===== src/rtl/csa_iter_mult8.sv =====
// -----------------------------------------------------------------------------
// csa_iter_mult8
// Iterative carry-save partial-product accumulator for an unsigned
// WIDTH x WIDTH multiply. One partial-product row is folded per clock into a
// redundant (sum, carry) pair through a 3:2 compressor. The final
// carry-propagate adder downstream resolves product = sum_vec + carry_vec
// (mod 2^(2*WIDTH)).
//
// Ports:
//   clk        system clock, rising edge
//   rst        synchronous active-high reset
//   in_valid   operands a/b valid           in_ready   block can accept operands
//   a, b       unsigned operands (WIDTH)
//   out_valid  sum_vec/carry_vec hold a completed result
//   out_ready  downstream adder consumes the result
//   sum_vec    redundant sum row (2*WIDTH)
//   carry_vec  redundant carry row, already weight-aligned (2*WIDTH)
//   busy       high while accumulating
// -----------------------------------------------------------------------------
module csa_iter_mult8 #(
    parameter int WIDTH = 8
) (
    input  logic               clk,
    input  logic               rst,
    input  logic               in_valid,
    output logic               in_ready,
    input  logic [WIDTH-1:0]   a,
    input  logic [WIDTH-1:0]   b,
    output logic               out_valid,
    input  logic               out_ready,
    output logic [2*WIDTH-1:0] sum_vec,
    output logic [2*WIDTH-1:0] carry_vec,
    output logic               busy
);

    localparam int PW = 2 * WIDTH;
    localparam int CW = (WIDTH > 1) ? $clog2(WIDTH) : 1;

    typedef enum logic [1:0] {
        ST_IDLE  = 2'd0,
        ST_ACCUM = 2'd1,
        ST_DONE  = 2'd2
    } state_e;

    state_e          state_q;
    logic [WIDTH-1:0] a_q;
    logic [WIDTH-1:0] b_q;
    logic [CW-1:0]   cnt_q;
    logic [PW-1:0]   s_q;
    logic [PW-1:0]   c_q;
    logic            in_ready_q;
    logic            out_valid_q;
    logic            busy_q;

    logic [PW-1:0]   row_s;
    logic [PW-1:0]   maj_s;
    logic [PW-1:0]   s_d;
    logic [PW-1:0]   c_d;

    // 3:2 compressor: fold the current partial-product row into (S, C).
    always_comb begin
        row_s = {PW{1'b0}};
        if (b_q[cnt_q]) begin
            row_s = {{WIDTH{1'b0}}, a_q} << cnt_q;
        end else begin
            row_s = {PW{1'b0}};
        end
        s_d   = s_q ^ c_q ^ row_s;
        maj_s = (s_q & c_q) | (s_q & row_s) | (c_q & row_s);
        // Carry moves up one weight; the bit leaving the MSB cannot be part of
        // a valid product (< 2^PW), so it is dropped.
        c_d   = {maj_s[PW-2:0], 1'b0};
    end

    // Control FSM, operand/accumulator registers and registered handshake flags.
    always_ff @(posedge clk) begin
        if (rst) begin
            state_q     <= ST_IDLE;
            a_q         <= {WIDTH{1'b0}};
            b_q         <= {WIDTH{1'b0}};
            cnt_q       <= {CW{1'b0}};
            s_q         <= {PW{1'b0}};
            c_q         <= {PW{1'b0}};
            in_ready_q  <= 1'b1;
            out_valid_q <= 1'b0;
            busy_q      <= 1'b0;
        end else begin
            case (state_q)
                ST_IDLE: begin
                    if (in_valid) begin
                        a_q        <= a;
                        b_q        <= b;
                        cnt_q      <= {CW{1'b0}};
                        s_q        <= {PW{1'b0}};
                        c_q        <= {PW{1'b0}};
                        in_ready_q <= 1'b0;
                        busy_q     <= 1'b1;
                        state_q    <= ST_ACCUM;
                    end
                end
                ST_ACCUM: begin
                    // Every row costs one cycle, zero or not, so latency is fixed.
                    s_q   <= s_d;
                    c_q   <= c_d;
                    cnt_q <= cnt_q + {{(CW-1){1'b0}}, 1'b1};
                    if (cnt_q == CW'(WIDTH - 1)) begin
                        busy_q      <= 1'b0;
                        out_valid_q <= 1'b1;
                        state_q     <= ST_DONE;
                    end
                end
                ST_DONE: begin
                    // Result held until consumed; the next operand is taken
                    // no earlier than the edge after this handshake.
                    if (out_ready) begin
                        out_valid_q <= 1'b0;
                        in_ready_q  <= 1'b1;
                        state_q     <= ST_IDLE;
                    end
                end
                default: begin
                    state_q     <= ST_IDLE;
                    in_ready_q  <= 1'b1;
                    out_valid_q <= 1'b0;
                    busy_q      <= 1'b0;
                end
            endcase
        end
    end

    assign in_ready  = in_ready_q;
    assign out_valid = out_valid_q;
    assign busy      = busy_q;
    assign sum_vec   = s_q;
    assign carry_vec = c_q;

endmodule


===== config.mk =====
export PLATFORM = sky130hd
export DESIGN_NAME = csa_iter_mult8
export DESIGN_NICKNAME = d
export VERILOG_FILES = /design/src/rtl/csa_iter_mult8.sv
export SDC_FILE = /design/constraint.sdc
export NUM_CORES = 1
export LEC_CHECK = 0
export CORE_UTILIZATION = 40
export DETAILED_ROUTE_END_ITERATION = 16
export SKIP_CTS_REPAIR_TIMING = 1
export SYNTH_ARGS = -nofsm -noshare
export SYNTH_HDL_FRONTEND = slang
export SYNTH_SLANG_ARGS = --single-unit

===== constraint.sdc =====
create_clock -name clk -period 2.5 [get_ports clk]
set_input_delay 0.25 -clock clk [delete_from_list [all_inputs] [get_ports clk]]
set_output_delay 0.25 -clock clk [all_outputs]
set_load 0.02 [all_outputs]

==> run summary <==
Worst Skew - 9.58 ps
Pint - 1.20 mW
Reg2reg end - sum_vec[6]
Sw Share - 26.3%
CP peak stage delay - 590 ps
Total GRT Usage - 18.8%
First-pass GRT wire length - 11500 microns
Area Growth Syn to Fin - 22.3%
Initial antenna violation count - 0
Startpoint types - flip-flop
Hold Path Class - flip-flop to flip-flop
Routed wire length - 6810 microns
Synth warn - 0
Gpl congestion - 0.805
CTS tree - yes
Power Dens Cells - 444 mW/mm^2
DIE AREA - 0.00783 sq mm
Worst EP required - 2740 ps
Core Rows - 31
Post-route clock period utilization - 94.2%
Clk buf depth - 2
Crit path DAT - 2600 ps
Worst-margin pin slew - 587 ps
DRT antenna net count - 0
Slew HR - 60.9%
Status - finished, final reports clean
P_sw - 0.428 mW
Critical Path Sink Type - flip-flop
DRC errors left - 0
CTS buffer count - 5
CTS root buf - clkbuf_8
Static Leak - 1.16 nW
Reg2Reg Depth - 7
CP Launch Point - cnt_q[0]
Combinational share of power - 13.7%
Drt pass-1 iters - 4
Post-Syn Area - 0.00299 sq mm
Initial Utilization - 41.2%
Peak Freq - 425 MHz
CP top delay family - multiplexers
Die X-Extent - 88.5 microns
#FFs+latches synth - 55
Nets - 424
Reg power frac - 56.8%
EDFF count, synth - 0
Top FF cell, synth - dfxtp_1
Clk Latency, worst-skew pair - 310 ps
Largest net degree at the start of global routing - 56
Cell count after synthesis - 348
Clk network pwr share - 29.5%
Number of global-route vias before repair - 2335
Worst R2R Start - cnt_q[0]
Total gr overflow - 0
H-tree levels - 2
DRT iter0 DRCs - 85
Clock transition at path regs - 100 ps
# IOs - 55
Avg Cell Area, Syn - 8.59 sq um
Fraction of layout cells with a size suffix above 1 - 6.44%
Asr flop ratio synth - 0%
Crit-path most repeated cell - a31oi_1
Util after Layout - 50.4%
Crit Path Class - flip-flop to flip-flop
Most common cell after layout, fill and taps aside - dfxtp_1
Core area - 0.00725 sq mm
Chip Height - 88.5 microns
Number of max-cap violations - 0
Worst VDD drop - 0.217 mV
Final hold violation count - 0
Most frequent cells in the layout - dfxtp_1, clkdlybuf4s50_1, nand2_1
Input/output buffers - 53
Worst Path Max Fanout - 8
Fillers - 748
Crit path depth - 7
Post-DP HPWL - 4550 microns
Final Setup Violations - 0
Seq/Total Area, Yosys - 36.8%
Reg2Reg Setup Slack - 150 ps
Crit path buf inv count - 0
CP Cell Sequence - mux4_2, and3_1, a31oi_1, fa_1, nor3b_1, a31oi_1, nor2_1
WL per Instance - 14.0 microns
Crit-path slowest cell - mux4_2
Via density - 5.20
N_diodes - 0
Synth unique cells - 36
CTS sink count - 55
Pwr Total - 1.62 mW
DR vias - 2532
Final Max Tran Viols - 0
Post-Syn Nets - 385
Tmin final - 2350 ps
Worst Setup EP - sum_vec[6]
stage by stage:
step                setup WS (ps)  cells  TNS [ps]  instance area (sq um)  hold slack, ps
finish                        145    487         0                   3660             461
global route                -19.5    487     -19.5                   3660             493
CTS                          6.49    487         0                   3640             466
detailed placement           26.5    479         0                   3560             452
global placement             60.2    479         0                   3560             455
floorplan                     327    348         0                   2990             386
power by group through the flow:
stage / Sequential (mW) / Clock, mW / Combinational, mW
5_1_grt: 0.927 / 0.531 / 0.245
3_5_place_dp: 0.943 / 0 / 0.222
2_1_floorplan: 0.938 / 0 / 0.155
6_report: 0.922 / 0.479 / 0.223
3_3_place_gp: 0.943 / 0 / 0.220
4_1_cts: 0.922 / 0.494 / 0.222
registers in the layout, summed over array words and instances, names as in the netlist:
signal	cells
busy	1
carry_vec	15
out_valid	1
sum_vec	16
state_q	2
in_ready	1
cnt_q	3
a_q	8
b_q	8
layer usage:
| metal | GRT usage, % | vias up | routed length (microns) |
|---|---|---|---|
| li1 | - | 1257 | - |
| met1 | 28.6 | 1224 | 3590 |
| met2 | 27.6 | 46 | 3010 |
| met3 | 3.08 | 5 | 176 |
| met4 | 4.40 | 0 | 36 |
| met5 | 0 | - | 0 |
synth_stat cells (5+ instances only):
cell	count	share of area [%]
a21oi_1	25	4.2
a31oi_1	34	7.1
and3_1	7	1.5
buf_2	10	1.7
clkbuf_1	14	1.8
dfxtp_1	55	37
fa_1	14	9.4
inv_1	29	3.6
mux2i_1	7	2.3
nand2_1	44	5.5
nand2b_1	6	1.3
nand3_1	5	0.84
nor2_1	33	4.1
nor3b_1	28	7.0
cells by family (layout without fill, tap and decap cells):
logic type	count (synthesis)	count (layout)	synth area share, %
adder cells (fa/ha/maj)	17	17	10.6
AO/OA/AOI/OAI	65	65	12.8
AND/OR/NAND/NOR	136	136	23.4
buffers and inverters	60	100	8.70
XOR/XNOR	1	1	0.293
multiplexers	13	13	7.24
flip-flops	55	55	36.8
other	1	1	0.125
how the worst min path moves through the flow:
stage / start / endpoint / slack [ps] / cells past startpoint
floorplan: b[0] / b_q[0] / 390 / 2
global placement: b_q[6] / b_q[6] / 450 / 2
detailed placement: b_q[5] / b_q[5] / 450 / 2
CTS: b_q[5] / b_q[5] / 470 / 2
global route: a[5] / a_q[5] / 490 / 3
finish: b_q[6] / b_q[6] / 460 / 2
layout make-up:
class / count / area [sq um] / area share (%)
clock buffer: 7 / 76.3 / 2.09
clock inverter: 1 / 5.00 / 0.137
inverter: 29 / 109 / 2.98
multi-input combinational: 233 / 1640 / 44.8
sequential: 55 / 1100 / 30.2
tap: 99 / 124 / 3.39
timing repair buffer: 63 / 601 / 16.4
worst register-to-register path, stage by stage, from the launching register on:
cell     delay, ps
dfxtp_4        420
mux4_2         590
and3_1         210
a31oi_1        260
fa_1           470
nor3b_1        190
a31oi_1         60
nor2_1          90
Note: power is estimated with default switching activity, not from simulation.
